**src/rtl/bit_serializer.sv**
```systemverilog
// Parallel-to-serial converter with a one-word holding register, feeding a
// serial bit stream (x / x_valid / last) to a downstream sequence detector.
module bit_serializer #(
  parameter int WIDTH     = 8,
  parameter int GAP       = 1,
  parameter int MSB_FIRST = 1
) (
  input  logic             clk,
  input  logic             rst,
  input  logic [WIDTH-1:0] din,
  input  logic             load,
  output logic             ready,
  output logic             x,
  output logic             x_valid,
  output logic             last
);

  localparam int CW = $clog2(WIDTH);

  typedef enum logic [1:0] {
    IDLE  = 2'd0,
    SHIFT = 2'd1,
    GAPW  = 2'd2
  } state_e;

  state_e           state_q, state_d;
  logic [WIDTH-1:0] hold_q, hold_d;
  logic             hold_full_q, hold_full_d;
  logic [WIDTH-1:0] shreg_q, shreg_d;
  logic [CW-1:0]    cnt_q, cnt_d;
  logic [2:0]       gap_q, gap_d;

  logic word_done;
  logic gap_done;
  logic transfer;

  assign word_done = (cnt_q == CW'(WIDTH - 1));
  assign gap_done  = (gap_q == 3'(GAP - 1));

  always_ff @(posedge clk) begin
    if (rst) begin
      state_q     <= IDLE;
      hold_q      <= '0;
      hold_full_q <= 1'b0;
      shreg_q     <= '0;
      cnt_q       <= '0;
      gap_q       <= '0;
    end else begin
      state_q     <= state_d;
      hold_q      <= hold_d;
      hold_full_q <= hold_full_d;
      shreg_q     <= shreg_d;
      cnt_q       <= cnt_d;
      gap_q       <= gap_d;
    end
  end

  always_comb begin
    state_d     = state_q;
    hold_d      = hold_q;
    hold_full_d = hold_full_q;
    shreg_d     = shreg_q;
    cnt_d       = cnt_q;
    gap_d       = gap_q;
    transfer    = 1'b0;

    case (state_q)
      IDLE: begin
        if (hold_full_q) transfer = 1'b1;
      end
      SHIFT: begin
        if (word_done) begin
          if (GAP == 0) begin
            if (hold_full_q) transfer = 1'b1;
            else             state_d  = IDLE;
          end else begin
            state_d = GAPW;
            gap_d   = '0;
          end
        end else begin
          if (MSB_FIRST != 0) shreg_d = {shreg_q[WIDTH-2:0], 1'b0};
          else                shreg_d = {1'b0, shreg_q[WIDTH-1:1]};
          cnt_d = cnt_q + CW'(1);
        end
      end
      GAPW: begin
        if (gap_done) begin
          if (hold_full_q) transfer = 1'b1;
          else             state_d  = IDLE;
        end else begin
          gap_d = gap_q + 3'd1;
        end
      end
      default: state_d = IDLE;
    endcase

    if (transfer) begin
      shreg_d     = hold_q;
      hold_full_d = 1'b0;
      cnt_d       = '0;
      state_d     = SHIFT;
    end

    // A transfer only happens with hold_full_q=1, so it never races an accepted load.
    if (load && !hold_full_q) begin
      hold_d      = din;
      hold_full_d = 1'b1;
    end
  end

  always_comb begin
    ready   = ~hold_full_q;
    x       = 1'b0;
    x_valid = 1'b0;
    last    = 1'b0;
    if (state_q == SHIFT) begin
      x       = (MSB_FIRST != 0) ? shreg_q[WIDTH-1] : shreg_q[0];
      x_valid = 1'b1;
      last    = word_done;
    end
  end

endmodule

```
**config.mk**
```make
export PLATFORM = sky130hd
export DESIGN_NAME = bit_serializer
export DESIGN_NICKNAME = d
export VERILOG_FILES = /design/src/rtl/bit_serializer.sv
export SDC_FILE = /design/constraint.sdc
export NUM_CORES = 1
export LEC_CHECK = 0
export ABC_AREA = 1
export BUFFER_PORTS_ARGS = -buffer_cell sky130_fd_sc_hd__buf_2
export CAP_MARGIN = 20
export CORE_MARGIN = 1.5
export CORE_UTILIZATION = 43
export DETAILED_ROUTE_END_ITERATION = 6
export PLACE_DENSITY = 0.73
export SYNTH_ARGS = -nofsm -noshare
export SYNTH_HDL_FRONTEND = slang
export SYNTH_SLANG_ARGS = --single-unit
```
**constraint.sdc**
```tcl
create_clock -name clk -period 2.2 [get_ports clk]
set_clock_uncertainty 0.15 [all_clocks]
set_input_delay 0.11 -clock clk [delete_from_list [all_inputs] [get_ports clk]]
set_output_delay 0.11 -clock clk [all_outputs]
set_load 0.02 [all_outputs]
```
==> flow_metrics.env <==
export IMPL_status="finished clean"
export IMPL_grt_pass1_vias=893
export IMPL_hold_class="reg2reg"
export IMPL_post_cts_buffers=0
export IMPL_max_slew_margin_rel_pct=75.7
export IMPL_internal_power_mw=0.594
export IMPL_rsz0062_at_grt="false"
export IMPL_routed_wl_um=2220
export IMPL_synthAdderAreaFrac_pct=4.42
export IMPL_min_period_ns=1.72
export IMPL_post_drt_wl_per_cell_um=10.7
export IMPL_dpl_hpwl_um=1570
export IMPL_die_area_mm2=0.00295
export IMPL_regArea_um2=500
export IMPL_path_common_cell="ha_1"
export IMPL_post_cts_resized=0
export IMPL_ys_ff_latch=25
export IMPL_areaGrowthSynthToFinish_pct=18.8
export IMPL_rows=18
export IMPL_leakage_nw=0.594
export IMPL_synth_area_mux_share_pct=0
export IMPL_cts_tree="done"
export IMPL_place_area_mm2=0.00122
export IMPL_post_route_util_pct=54.3
export IMPL_tightest_slew_ns=0.365
export IMPL_vias=1018
export IMPL_critPathBufInv=2
export IMPL_finalNetCount=194
export IMPL_cts_sinks=25
export IMPL_grt_total_usage_pct=17.0
export IMPL_sw_frac_of_total_pct=27.8
export IMPL_dr_pass1_iters=4
export IMPL_path_cells="ha_1, ha_1, inv_1, nor2_1, buf_2"
export IMPL_slowest_delay_ns=0.38
export IMPL_finalSetupViolations=0
export IMPL_fin_setup_tns_ns=0
export IMPL_startpoint_type="register"
export IMPL_antenna_found_initial=0
export IMPL_syn_inst=153
export IMPL_cts_buffer_depth=2
export IMPL_clkLatencyLatePin_ns=0.33
export IMPL_cts_max_level=1
export IMPL_clock_fmax_mhz=581
export IMPL_p_clk_share_pct=25.4
export IMPL_min_period_over_period_pct=78.2
export IMPL_gp_congestion=0.784
export IMPL_synth_top_area_share_pct=44.2
export IMPL_grt_pass1_wl_um=3620
export IMPL_ioPinCount=15
export IMPL_yosysSeqAreaShare_pct=44.2
export IMPL_synth_compound_area_share_pct=12.6
export IMPL_portBuffers=14
export IMPL_stdcell_area_mm2=0.00135
export IMPL_maxSlewViolCount=0
export IMPL_maxCapViolCount=0
export IMPL_switching_power_mw=0.229
export IMPL_drt_iter0_markers=13
export IMPL_drc=0
export IMPL_nFillCells=259
export IMPL_grt_ovfl_total=0
export IMPL_synth_simple_area_share_pct=30.0
export IMPL_syn_nets=168
export IMPL_cts_buffers=3
export IMPL_path_class="reg2out"
export IMPL_netlist_area_mm2=0.00113
export IMPL_die_x_um=54.3
export IMPL_combPwrFrac_pct=14.9
export IMPL_synth_avg_cell_area_um2=7.41
export IMPL_ir_drop_mv=0.383
export IMPL_synth_area_leaders="dfxtp_1 44%, nand2_1 8.6%, nor2_1 7.9%"
export IMPL_crit_required_ns=1.94
export IMPL_die_h_um=54.3
export IMPL_seq_power_share_pct=59.8
export IMPL_ant_nets=0
export IMPL_multi_input_area_um2=533
export IMPL_root_buffer="clkbuf_4"
export IMPL_hold_viol=0
export IMPL_cts_hold_buf=10
export IMPL_vias_per_cell=4.89
export IMPL_path_delay_family="adder cells"
export IMPL_yosysTopAreaCell="dfxtp_1"
export IMPL_cpMaxStageDelayCell="dfxtp_1"
export IMPL_drive_gt1_share_pct=15.2
export IMPL_arrival_ns=1.46
export IMPL_timing_critical_path_to_type="output port"
export IMPL_final_common_cell="nand2_1"
export IMPL_synth_top_family_by_area="simple AND/OR/NAND/NOR gates"
export IMPL_yosysWarnings=0
export IMPL_final_cell_mix="26 x nand2_1, 25 x dfxtp_1, 24 x nor2_1, 19 x inv_1, 17 x nand3_1"
export IMPL_start_util_pct=45.8
export IMPL_path_max_fanout=3
export IMPL_grt_max_degree=15
export IMPL_ys_types=18
export IMPL_path_clk_slew_ns=0.13
export IMPL_core_mm2=0.00248
export IMPL_power_density_mw_per_mm2=611
export IMPL_synth_xor_area_share_pct=0
export IMPL_antenna_diode_count=0
## path summary, 6_finish.rpt
check,from,to,slack (ns),cells after the start
worst min register to register,cnt_q[2]$_SDFFE_PP0P_,cnt_q[2]$_SDFFE_PP0P_,0.34,2
worst max register to register,cnt_q[0]$_SDFFE_PP0P_,cnt_q[0]$_SDFFE_PP0P_,0.53,6
worst max-delay path,cnt_q[0]$_SDFFE_PP0P_,last,0.48,5
worst min-delay path,cnt_q[2]$_SDFFE_PP0P_,cnt_q[2]$_SDFFE_PP0P_,0.34,2
## layout make-up
class | count | area share (%)
clock buffers | 3 | 1.67
inverters | 20 | 5.76
well taps | 30 | 2.79
clock inverters | 1 | 0.372
repair buffers | 24 | 12.6
multi-input cells | 105 | 39.6
flip-flops and latches | 25 | 37.2
## per-layer routing
| metal | track usage [%] | share of wire (%) | vias up | wire, um |
|---|---|---|---|---|
| met3 | 2.46 | 2.7 | 4 | 59 |
| li1 | - | - | 536 | - |
| met1 | 20.4 | 44 | 465 | 987 |
| met5 | 0 | 0 | - | 0 |
| met4 | 6.25 | 1.3 | 0 | 28 |
| met2 | 30.5 | 52 | 13 | 1140 |
## synthesized netlist by cell type
cell	count
inv_1	19
nor2_1	24
dfxtp_1	25
nor2_8	1
a21oi_2	2
nand3_1	17
nand2_4	2
nand2_1	26
nand2_2	2
buf_6	1
buf_4	1
o21ai_0	11
nor2_2	1
a21oi_1	14
clkbuf_1	1
ha_1	4
or2_0	1
inv_4	1
## flip-flops by register name, summed over array words and instances, names as in the netlist
| register | cells |
|---|---|
| hold_q | 8 |
| shreg_q | 8 |
| cnt_q | 3 |
| gap_q | 3 |
| state_q | 2 |
| hold_full_q | 1 |
## tightest hold or removal path: stages (launching register included)
cell     delay [ns]
dfxtp_1        0.34
nand2_1        0.06
a21oi_1        0.05
## kinds of logic (layout without fill, tap and decap cells)
kind of cell	count (synthesis)	count (layout)
and+or+nand+nor	74	74
AOI/OAI and AO/OA	27	27
DFF	25	25
buffers and inverters	23	48
adders and majority gates	4	4
## power groups by stage
stage	Clock, mW	Sequential [mW]	Combinational, mW
after floorplan	0	0.498	0.0858
after global placement	0	0.501	0.105
after detailed placement	0	0.502	0.109
after CTS	0.214	0.492	0.122
after global routing	0.230	0.495	0.138
final	0.209	0.492	0.122
## stage by stage
stage	power [mW]	std cells	hold WS, ns	worst slack (ns)
floorplan	0.584	153	0.0893	0.683
CTS	0.828	208	0.333	0.460
finish	0.823	208	0.336	0.480
detailed placement	0.611	194	0.204	0.553
global route	0.862	208	0.369	0.362
global placement	0.606	194	0.193	0.615
(Power assumes the default switching activity.)
